**config.mk**
```make
export PLATFORM = sky130hd
export DESIGN_NAME = uart_tx_arbiter_flat
export DESIGN_NICKNAME = d
export VERILOG_FILES = /design/src/rtl/uart_arb_pkg.sv /design/src/rtl/uart_tx_arbiter_if.sv /design/src/rtl/uart_tx_arbiter_rr_pick.sv /design/src/rtl/uart_tx_arbiter.sv /design/src/flat_wrapper.sv
export SDC_FILE = /design/constraint.sdc
export NUM_CORES = 1
export LEC_CHECK = 0
export CORE_MARGIN = 2
export CORE_UTILIZATION = 41
export DETAILED_ROUTE_END_ITERATION = 12
export PLACE_DENSITY_LB_ADDON = 0.25
export SYNTH_ARGS = -nofsm -noshare
export SYNTH_HDL_FRONTEND = slang
export SYNTH_SLANG_ARGS = --single-unit
export TNS_END_PERCENT = 5
```
**constraint.sdc**
```tcl
create_clock -name clk_in -period 3.9 [get_ports clk_in]
set_input_delay 0.39 -clock clk_in [delete_from_list [all_inputs] [get_ports clk_in]]
set_output_delay 0.39 -clock clk_in [all_outputs]
set_load 0.01 [all_outputs]
```
**src/rtl/uart_arb_pkg.sv**
```systemverilog
// Shared types and default parameters for the UART transmit arbiter.
package uart_arb_pkg;

  typedef enum logic [1:0] {
    ST_IDLE      = 2'd0,
    ST_LAUNCH    = 2'd1,
    ST_WAIT_BUSY = 2'd2,
    ST_WAIT_DONE = 2'd3
  } arb_state_t;

  localparam int DEF_NUM_REQ      = 4;
  localparam int DEF_BUSY_TIMEOUT = 16;

endpackage

```
**src/rtl/uart_tx_arbiter_if.sv**
```systemverilog
// Requester and transmitter signals of the arbiter; slave is the arbiter side.
interface uart_tx_arbiter_if
  import uart_arb_pkg::*;
#(
  parameter int NUM_REQ = DEF_NUM_REQ
) ();

  localparam int IDW = $clog2(NUM_REQ);

  logic [NUM_REQ-1:0]   req_valid_in;
  logic [NUM_REQ*8-1:0] req_data_in;
  logic [NUM_REQ-1:0]   req_last_in;
  logic [NUM_REQ-1:0]   req_ready_out;
  logic [7:0]           tx_data_out;
  logic                 tx_trigger_out;
  logic                 tx_busy_in;
  logic [IDW-1:0]       grant_id_out;
  logic                 grant_active_out;
  logic                 timeout_err_out;

  modport slave (
    input  req_valid_in, req_data_in, req_last_in, tx_busy_in,
    output req_ready_out, tx_data_out, tx_trigger_out, grant_id_out,
           grant_active_out, timeout_err_out
  );

  modport master (
    output req_valid_in, req_data_in, req_last_in, tx_busy_in,
    input  req_ready_out, tx_data_out, tx_trigger_out, grant_id_out,
           grant_active_out, timeout_err_out
  );

endinterface

```
**src/rtl/uart_tx_arbiter_rr_pick.sv**
```systemverilog
// Combinational round-robin pick: the first requester at or above i_ptr, wrapping.
module rr_pick #(
  parameter  int N   = 4,
  localparam int IDW = $clog2(N)
) (
  input  logic [N-1:0]   i_req,
  input  logic [IDW-1:0] i_ptr,
  output logic [N-1:0]   o_gnt,
  output logic [IDW-1:0] o_idx,
  output logic           o_any
);

  int w_best;
  int w_off;

  // NOTE: every output gets a default before the loop so no path leaves it unassigned (no latch).
  always_comb begin
    o_any  = 1'b0;
    o_idx  = '0;
    w_best = N;
    w_off  = 0;
    for (int i = 0; i < N; i++) begin
      if (i_req[i]) begin
        w_off = (i + N - int'(i_ptr)) % N;
        if (w_off < w_best) begin
          w_best = w_off;
          o_idx  = IDW'(i);
          o_any  = 1'b1;
        end
      end
    end
  end

  assign o_gnt = o_any ? (N'(1) << o_idx) : '0;

endmodule

```
**src/rtl/uart_tx_arbiter.sv**
```systemverilog
// Shares one UART transmitter among NUM_REQ byte requesters, keeping multi-byte
// messages contiguous and recovering from a transmitter that never goes busy.
module uart_tx_arbiter
  import uart_arb_pkg::*;
#(
  parameter int NUM_REQ      = DEF_NUM_REQ,
  parameter int BUSY_TIMEOUT = DEF_BUSY_TIMEOUT
) (
  input logic              clk_in,
  input logic              rst_n_in,
  uart_tx_arbiter_if.slave bus
);

  localparam int IDW = $clog2(NUM_REQ);
  localparam int CW  = $clog2(BUSY_TIMEOUT + 1);

  arb_state_t     r_state;
  logic [IDW-1:0] r_last_grant;
  logic [IDW-1:0] r_lock_id;
  logic           r_lock;
  logic [IDW-1:0] r_grant_id;
  logic [7:0]     r_tx_data;
  logic           r_grant_active;
  logic           r_trigger;
  logic           r_timeout;
  logic [CW-1:0]  r_cnt;

  logic [NUM_REQ-1:0] w_elig;
  logic [NUM_REQ-1:0] w_gnt;
  logic [IDW-1:0]     w_ptr;
  logic [IDW-1:0]     w_idx;
  logic               w_any;
  logic               w_accept;
  logic               w_last;
  logic [7:0]         w_data;

  // A locked message owner is the only candidate until its last byte goes through.
  assign w_elig = r_lock ? (bus.req_valid_in & (NUM_REQ'(1) << r_lock_id))
                         : bus.req_valid_in;
  assign w_ptr  = (r_last_grant == IDW'(NUM_REQ - 1)) ? '0 : r_last_grant + 1'b1;

  rr_pick #(.N(NUM_REQ)) u_rr_pick (
    .i_req (w_elig),
    .i_ptr (w_ptr),
    .o_gnt (w_gnt),
    .o_idx (w_idx),
    .o_any (w_any)
  );

  // Ready is gated by reset too, so every output reads zero while rst_n_in is low.
  assign w_accept          = rst_n_in && (r_state == ST_IDLE) && !bus.tx_busy_in && w_any;
  assign bus.req_ready_out = w_accept ? w_gnt : '0;
  assign w_last            = |(bus.req_last_in & w_gnt);

  always_comb begin
    w_data = '0;
    for (int i = 0; i < NUM_REQ; i++) begin
      if (w_gnt[i]) w_data = bus.req_data_in[8*i +: 8];
    end
  end

  // NOTE: sequential state uses non-blocking assignments so all registers update together.
  always_ff @(posedge clk_in or negedge rst_n_in) begin
    if (!rst_n_in) begin
      r_state        <= ST_IDLE;
      r_last_grant   <= IDW'(NUM_REQ - 1);
      r_lock_id      <= '0;
      r_lock         <= 1'b0;
      r_grant_id     <= '0;
      r_tx_data      <= '0;
      r_grant_active <= 1'b0;
      r_trigger      <= 1'b0;
      r_timeout      <= 1'b0;
      r_cnt          <= '0;
    end else begin
      r_trigger <= 1'b0;
      r_timeout <= 1'b0;
      case (r_state)
        ST_IDLE: begin
          if (w_accept) begin
            r_tx_data      <= w_data;
            r_grant_id     <= w_idx;
            r_grant_active <= 1'b1;
            r_trigger      <= 1'b1;
            r_state        <= ST_LAUNCH;
            if (w_last) begin
              r_lock       <= 1'b0;
              r_last_grant <= w_idx;
            end else begin
              r_lock    <= 1'b1;
              r_lock_id <= w_idx;
            end
          end
        end
        ST_LAUNCH: begin
          r_cnt   <= CW'(1);
          r_state <= ST_WAIT_BUSY;
        end
        ST_WAIT_BUSY: begin
          if (bus.tx_busy_in) begin
            r_cnt   <= '0;
            r_state <= ST_WAIT_DONE;
          end else if (r_cnt >= CW'(BUSY_TIMEOUT - 1)) begin
            // Counter value k means k cycles have elapsed since the trigger pulse.
            r_timeout      <= 1'b1;
            r_lock         <= 1'b0;
            r_last_grant   <= r_grant_id;
            r_grant_active <= 1'b0;
            r_cnt          <= '0;
            r_state        <= ST_IDLE;
          end else begin
            r_cnt <= r_cnt + CW'(1);
          end
        end
        ST_WAIT_DONE: begin
          if (!bus.tx_busy_in) begin
            r_grant_active <= 1'b0;
            r_state        <= ST_IDLE;
          end
        end
        default: r_state <= ST_IDLE;
      endcase
    end
  end

  assign bus.tx_data_out      = r_tx_data;
  assign bus.tx_trigger_out   = r_trigger;
  assign bus.grant_id_out     = r_grant_id;
  assign bus.grant_active_out = r_grant_active;
  assign bus.timeout_err_out  = r_timeout;

endmodule
```
**src/flat_wrapper.sv**
```systemverilog
// flat-port wrapper written by rule: the top's interface ports become plain ports
module uart_tx_arbiter_flat import uart_arb_pkg::*;
#(
  parameter int NUM_REQ      = DEF_NUM_REQ,
  parameter int BUSY_TIMEOUT = DEF_BUSY_TIMEOUT
)
  (clk_in, rst_n_in, bus_req_valid_in, bus_req_data_in, bus_req_last_in, bus_tx_busy_in, bus_req_ready_out, bus_tx_data_out, bus_tx_trigger_out, bus_grant_id_out, bus_grant_active_out, bus_timeout_err_out);
  uart_tx_arbiter_if #(.NUM_REQ(NUM_REQ)) bus_i ();
  input logic clk_in;
  input logic rst_n_in;
  input wire logic [$bits(bus_i.req_valid_in)-1:0] bus_req_valid_in;
  input wire logic [$bits(bus_i.req_data_in)-1:0] bus_req_data_in;
  input wire logic [$bits(bus_i.req_last_in)-1:0] bus_req_last_in;
  input wire logic [$bits(bus_i.tx_busy_in)-1:0] bus_tx_busy_in;
  output wire logic [$bits(bus_i.req_ready_out)-1:0] bus_req_ready_out;
  output wire logic [$bits(bus_i.tx_data_out)-1:0] bus_tx_data_out;
  output wire logic [$bits(bus_i.tx_trigger_out)-1:0] bus_tx_trigger_out;
  output wire logic [$bits(bus_i.grant_id_out)-1:0] bus_grant_id_out;
  output wire logic [$bits(bus_i.grant_active_out)-1:0] bus_grant_active_out;
  output wire logic [$bits(bus_i.timeout_err_out)-1:0] bus_timeout_err_out;
  assign bus_i.req_valid_in = bus_req_valid_in;
  assign bus_i.req_data_in = bus_req_data_in;
  assign bus_i.req_last_in = bus_req_last_in;
  assign bus_i.tx_busy_in = bus_tx_busy_in;
  assign bus_req_ready_out = bus_i.req_ready_out;
  assign bus_tx_data_out = bus_i.tx_data_out;
  assign bus_tx_trigger_out = bus_i.tx_trigger_out;
  assign bus_grant_id_out = bus_i.grant_id_out;
  assign bus_grant_active_out = bus_i.grant_active_out;
  assign bus_timeout_err_out = bus_i.timeout_err_out;
  uart_tx_arbiter #(.NUM_REQ(NUM_REQ), .BUSY_TIMEOUT(BUSY_TIMEOUT)) u_core (.clk_in(clk_in), .rst_n_in(rst_n_in), .bus(bus_i));
endmodule
```
Word level (Yosys, flattened, before mapping)

Index checks and enable logic that the tools add are counted.

Bits in read-only memories: 0
Input port bits: 43
Memories kept: 0
Latch bits: 0
Logic and storage cells: 113
Bits in registers: 25
Memory bits (writable): 0

Eq/ne operators: 10
Bitwise logic cells: 7
Add/subtract/negate cells: 6
Reductions and logical operators: 19
Order comparisons: 5
$mul: 0
Shift operators: 2
Mux-type cells: 54
Div/mod/pow operators: 0

Operators by type and width:

| operator            | count |
|---|---|
| $mux 32             | 6 |
| $lt 3x32->1         | 3 |
| $mux 8              | 4 |
| $mux 2              | 13 |
| $mux 1              | 21 |
| $sub 3x2->4 const A | 4 |
| $mux 4              | 3 |
| $mux 5              | 2 |
| $pmux 5 s2          | 1 |
| $reduce_and 5->1    | 2 |
| $and 4x4->4         | 2 |
| $pmux 2 s4          | 1 |
| $reduce_or 2->1     | 4 |
| $shl 1x2->4 const A | 2 |
| $eq 2x2->1 const B  | 3 |
| $ne 2x1->1 const B  | 3 |
| $reduce_and 3->1    | 2 |
| $add 5x1->5 const B | 1 |
| $ge 5x4->1 const B  | 1 |
| $and 1x1->1         | 4 |
| $lt 3x4->1 const B  | 1 |
| $ne 2x2->1 const B  | 2 |
| $pmux 2 s2          | 1 |
| $reduce_and 4->1    | 1 |
| other kinds (13)    | 16 |

Longest topological paths before layout

Gate-level depths: netlist (run 1).

Word-level depth: 24
Depth in mapped cells: 19

By module

A second synthesis (run 1) with hierarchy kept.

Cells, all modules: 193
Area, all modules: 1771.7 µm²

By module, submodules not included:

| module          | area an instance (µm²) | cells each | times used | sequential area each (µm²) |
|---|---|---|---|---|
| uart_tx_arbiter | 1500.2                 | 157        | 1          | 628.1 |
| rr_pick         | 271.5                  | 36         | 1          | 0.0 |

Worst setup path before layout (run 1)

OpenSTA, ideal clock, no wires.

Kind: reg-to-reg
Start: reg u_core.r_last_grant[0]
End: reg u_core.r_last_grant[0]
Setup time: 85 ps
Buffers on the path: 1
Stages on the path, launching flop included: 19
Path slack: -196 ps
Arrival time: 4011 ps
Period minus slack after synthesis: 4096 ps
Cell sequence: dfstp_2 -> ha_1 -> or2_1 -> buf_2 -> o31ai_1 -> nand2_1 -> ha_1 -> nand2b_1 -> a211oi_4 -> a311o_1 -> nand2_1 -> o21a_1 -> ha_1 -> a21o_1 -> a31oi_2 -> o31a_1 -> a221oi_2 -> a221oi_2 -> mux2_1

Cells in the longest elaborated chain, start to end: 23
Elaborated cells between the ends (all ways): 50

Ends and longest elaborated chain:

| item                                             | RTL line                      | text |
|---|---|---|
| start, declared                                  | uart_tx_arbiter.sv:18         | `logic [IDW-1:0] r_last_grant;` |
| start signal, assigned                           | uart_tx_arbiter.sv:66         | `r_last_grant <= IDW'(NUM_REQ - 1);` |
| start signal, assigned                           | uart_tx_arbiter.sv:88         | `r_last_grant <= w_idx;` |
| start signal, assigned                           | uart_tx_arbiter.sv:107        | `r_last_grant <= r_grant_id;` |
| $add 2x1->2 / $eq 2x2->1 (equally long branches) | uart_tx_arbiter.sv:40         | `assign w_ptr = (r_last_grant == IDW'(NUM_REQ - 1)) ? '0 : r_last_grant + 1'b1;` |
| $mux 2 (*)                                       | uart_tx_arbiter.sv:40         |  |
| $sub 3x2->4                                      | uart_tx_arbiter_rr_pick.sv:24 | `w_off = (i + N - int'(i_ptr)) % N;` |
| $reduce_or 2->1 (no line)                        | n/a                           |  |
| $and 1x1->1 (no line)                            | n/a                           |  |
| $lt 3x4->1                                       | uart_tx_arbiter_rr_pick.sv:25 | `if (w_off < w_best) begin` |
| $mux 32                                          | uart_tx_arbiter_rr_pick.sv:25 |  |
| $mux 32                                          | uart_tx_arbiter_rr_pick.sv:23 | `if (i_req[i]) begin` |
| (+7 left out)                                    | n/a                           |  |
| $mux 2                                           | uart_tx_arbiter_rr_pick.sv:25 |  |
| $mux 2                                           | uart_tx_arbiter_rr_pick.sv:23 |  |
| $shl 1x2->4                                      | uart_tx_arbiter_rr_pick.sv:34 | `assign o_gnt = o_any ? (N'(1) << o_idx) : '0;` |
| $mux 4                                           | uart_tx_arbiter_rr_pick.sv:34 |  |
| $and 4x4->4                                      | uart_tx_arbiter.sv:53         | `assign w_last = \|(bus.req_last_in & w_gnt);` |
| $reduce_or 4->1                                  | uart_tx_arbiter.sv:53         |  |
| $ne 2x1->1 (no line)                             | n/a                           |  |
| $reduce_and 5->1 (no line)                       | n/a                           |  |

Every way passes the cells marked *; elsewhere a longest branch is shown, timed or not. The select of a mux whose other input is x is not followed.
A chain may end at the register's enable or synchronous reset.

Worst setup path after layout (run 1)

Ends and elaborated chain as after synthesis.

==> results of run 1 <==
-- stage by stage --
step / utilization, % / TNS, ns / cells / hold slack, ns
floorplan: - / -0.08880 / 189 / 0.09441
detailed placement: 65.00 / -1.372 / 321 / 0.4991
global placement: 65.00 / -0.5842 / 321 / 0.4987
global route: 68.83 / -0.4774 / 334 / 0.5540
CTS: 66.90 / 0 / 329 / 0.5230
finish: 68.83 / 0 / 334 / 0.5178
-- synth_stat cells, drive strengths merged, types with 2 or more instances --
cell type / count / area (sq um)
a211oi: 5 / 50.05
a21o: 2 / 15.01
a21oi: 10 / 61.31
a221oi: 4 / 53.80
a222oi: 8 / 80.08
a22oi: 6 / 58.81
a31oi: 9 / 62.56
and2: 2 / 12.51
and3: 2 / 12.51
buf: 4 / 31.27
clkbuf: 2 / 7.510
dfrtp: 23 / 575.6
dfstp: 2 / 52.55
ha: 10 / 125.1
inv: 7 / 26.28
mux2: 2 / 22.52
nand2: 20 / 75.07
nand2b: 3 / 21.27
nand3b: 2 / 15.01
nor2: 17 / 66.32
nor2b: 4 / 25.02
nor3: 5 / 25.02
o21a: 4 / 30.03
o21ai: 14 / 73.82
o31ai: 2 / 15.01
-- worst min-delay path by stage --
stage	cells after the start	slack, ns	endpoint
floorplan	0	0.09	u_core.bus.grant_active_out$_DFFE_PN0P_
global placement	2	0.50	u_core.r_cnt[3]$_DFFE_PN0P_
detailed placement	1	0.50	u_core.bus.grant_active_out$_DFFE_PN0P_
CTS	1	0.52	u_core.bus.grant_active_out$_DFFE_PN0P_
global route	2	0.55	u_core.bus.grant_id_out[1]$_DFFE_PN0P_
finish	2	0.52	u_core.bus.grant_id_out[0]$_DFFE_PN0P_
-- cell usage in the layout, fill, tap and decap left out, drive strengths merged, types with 2 or more instances in the layout --
cell,instances
and2,2
mux2,2
a21o,2
nor3,5
a211oi,5
inv,8
a222oi,8
o21ai,14
nand3b,2
a21oi,10
a22oi,6
dfrtp,23
dfstp,2
a31oi,9
clkdlybuf4s50,55
nor2,17
buf,40
nand2,20
a221oi,4
o21a,4
nor2b,4
clkbuf,5
o31ai,2
ha,10
and3,2
nand2b,3
-- layout make-up --
class                      count  area (sq um)
fill                         329          1274
multi-input combinational    150          1177
timing repair buffer          97         863.3
sequential                    25         629.4
tap                           50         62.56
clock buffer                   3         41.29
inverter                       8         30.03
clock inverter                 1         8.758
-- metal layers --
layer  vias up  track usage [%]  share of wire [%]
li1        918                -                  -
met2        40            35.34                 49
met1       880            28.60                 46
met4         0            4.915               0.96
met5         -                0                  0
met3         6            4.040                4.0
-- state kept, by name (all words and copies together) (netlist names) --
register	flops
u_core.r_state	2
u_core.bus.timeout_err_out	1
u_core.r_cnt	5
u_core.bus.tx_data_out	8
u_core.bus.grant_active_out	1
u_core.r_lock_id	2
u_core.bus.tx_trigger_out	1
u_core.r_last_grant	2
u_core.r_lock	1
u_core.bus.grant_id_out	2
-- power by group through the flow --
stage / combinational (mW) / clock (mW) / sequential [mW]
after floorplan: 1.14 / 0 / 0.486
after global placement: 1.79 / 0 / 0.464
after detailed placement: 1.81 / 0 / 0.465
after CTS: 1.88 / 0.173 / 0.461
after global routing: 2.20 / 0.189 / 0.488
final: 2.02 / 0.169 / 0.472
-- worst max-delay path, cell delays in order, from the launching register on --
cell and delay, ns:
sky130_fd_sc_hd__dfstp_2 0.40, sky130_fd_sc_hd__ha_4 0.15, sky130_fd_sc_hd__or2_1 0.25, sky130_fd_sc_hd__o21ai_1 0.16, sky130_fd_sc_hd__o31ai_2 0.08, sky130_fd_sc_hd__nand2_1 0.13
sky130_fd_sc_hd__ha_4 0.14, sky130_fd_sc_hd__nand2b_4 0.14, sky130_fd_sc_hd__a21oi_2 0.05, sky130_fd_sc_hd__a311o_1 0.38, sky130_fd_sc_hd__o21a_1 0.21, sky130_fd_sc_hd__ha_4 0.23
sky130_fd_sc_hd__a21o_1 0.19, sky130_fd_sc_hd__a31oi_4 0.17, sky130_fd_sc_hd__buf_6 0.14, sky130_fd_sc_hd__o31a_1 0.16, sky130_fd_sc_hd__a221oi_2 0.09, sky130_fd_sc_hd__a221oi_4 0.32
sky130_fd_sc_hd__mux2_1 0.35
-- logic make-up (layout without fill, tap and decap cells) --
kind of cell             Yosys count  in the layout  synth area share [%]
AO/OA/AOI/OAI                     72             72                 33.47
XOR/XNOR                           2              2                0.9826
adder cells (fa/ha/maj)           10             10                 7.018
buffers and inverters             14            109                 3.859
flip-flops                        25             25                 35.23
multiplexers                       3              3                 1.824
AND/OR/NAND/NOR                   63             63                 17.61
-- what timing repair did --
action,in CTS,in global routing
pin swaps,4,9
setup endpoints to repair,7,11
resized for setup,10,18
hold buffers,0,0
setup buffers,4,5
==> impl_metrics.tcl, run 1 <==
set metrics [dict create \
    htree_num_levels 1 \
    rr_startpoint "u_core.r_last_grant[0]$_DFFE_PN1P_" \
    grtUsageTotal_pct 21.25 \
    tritoncts "built" \
    crit_path_max_fanout 4 \
    edff_count_synth 0 \
    grt_overflow 0 \
    max_cap_violations 0 \
    clk-insertion-delay-late_ns 0.28 \
    outcome "completed" \
    power.density_mw_per_mm2 944.6 \
    setup_repair_after_global_routing_missed_its_margin "yes" \
    ys_seq_area_share_pct 35.23 \
    initial_antenna_violation_count 0 \
    power.share.combinational_pct 75.9 \
    setup.reg_to_reg.worst_slack_ns 0.1 \
    synthesis.area_sq_mm 0.001783 \
    vdd_ir_drop_max_v 0.0004199 \
    dp_hpwl_um 4011 \
    die_height_um 69.95 \
    die_w_um 69.95 \
    tightest_slew_ns 0.5890 \
    power.share.sequential_pct 17.8 \
    dp_worst_setup_slack_ns -0.2283 \
    drive_gt1_share_pct 25.00 \
    ys_ff_latch 25 \
    worst_setup_path_startpoint "u_core.r_last_grant[0]$_DFFE_PN1P_" \
    cts.root.buffer_cell "sky130_fd_sc_hd__clkbuf_8" \
    static-leakage-power_nw 1.179 \
    report.final.slew_viol_count 0 \
    cts_buffer_depth 2 \
    worst-endpoint-required_ns 4.11 \
    placeableCoreArea_sq_mm 0.004086 \
    mappedNetlistNets 242 \
    cts_num_sinks 25 \
    holdCritPathClass "reg2reg" \
    cts-buffers-inserted 3 \
    worstSetupEndpoint "u_core.r_last_grant[0]$_DFFE_PN1P_" \
    area.growth.synth_to_final_pct 57.75 \
    async_reset_ff_share_pct 100.0 \
    finalHoldViolations 0 \
    grt_first_pass_wirelength_um 8507 \
    synth.yosys.warnings 0 \
    p_switching_mw 1.157 \
    worst_clock_skew_ns 0.003724 \
    global_placement_routability_congestion 0.8568 \
    timing.setup.critical_path_class "reg2reg" \
    layout_setup_ws_ns 0.09754 \
    period_minus_slack_ns 3.802 \
    grt_start_max_net_pins 26 \
    postRouteAntennaNets 0 \
    final_design_area_no_fill_sq_mm 0.002813 \
    place.port_buffers 59 \
    synth.distinct_cells 56 \
    layout_worst_path_cycle_share_pct 97.50 \
    worstHoldStart "u_core.bus.grant_id_out[0]$_DFFE_PN0P_" \
    avgSynthCellArea_sq_um 9.434 \
    clk_pin_slew_ns 0.10 \
    worstSetupEndpointType "flip-flop" \
    core.rowCount 23 \
    synthesized_netlist_cell_count 189 \
    pin_count 60 \
    internal_power_mw 1.500 \
    dpl_cell_area_sq_mm 0.002656 \
    n_antenna_cell 0 \
    initial_utilization_pct 43.63 \
    total_power_mw 2.657 \
    ys_dominant_reg_cell "sky130_fd_sc_hd__dfrtp_1" \
    drt_pass1_iterations 4 \
    viasPerCell 5.521 \
    grt_pass1_vias 1797 \
    r2r.worst_path.cells 18 \
    fmax_mhz 263.0 \
    dieArea_sq_mm 0.004892 \
    crit_path_start_kind "flip-flop" \
    worst_ep_arrival_time_ns 4.01 \
    detail_route.iter0.violations 104 \
    via_count 1844 \
    design.final.nets 338 \
    max_slew_margin_pct 60.73 \
    switching_share_pct 43.55 \
    worst_r2r_dst "u_core.r_last_grant[0]$_DFFE_PN1P_" \
    p_clk_share_pct 6.4 \
    wl_um 5232 \
    drc 0 \
    setup_viol_count_final 0 \
    wl_per_instance_um 15.66 \
]
No activity file was read; power rests on OpenSTA's default activity.
==> inputs of run 2 (changes only) <==
Settings changed: CAP_MARGIN set to 20.
==> results of run 2 <==
The final DEF is identical to that of run 1; final timing and power are the same.
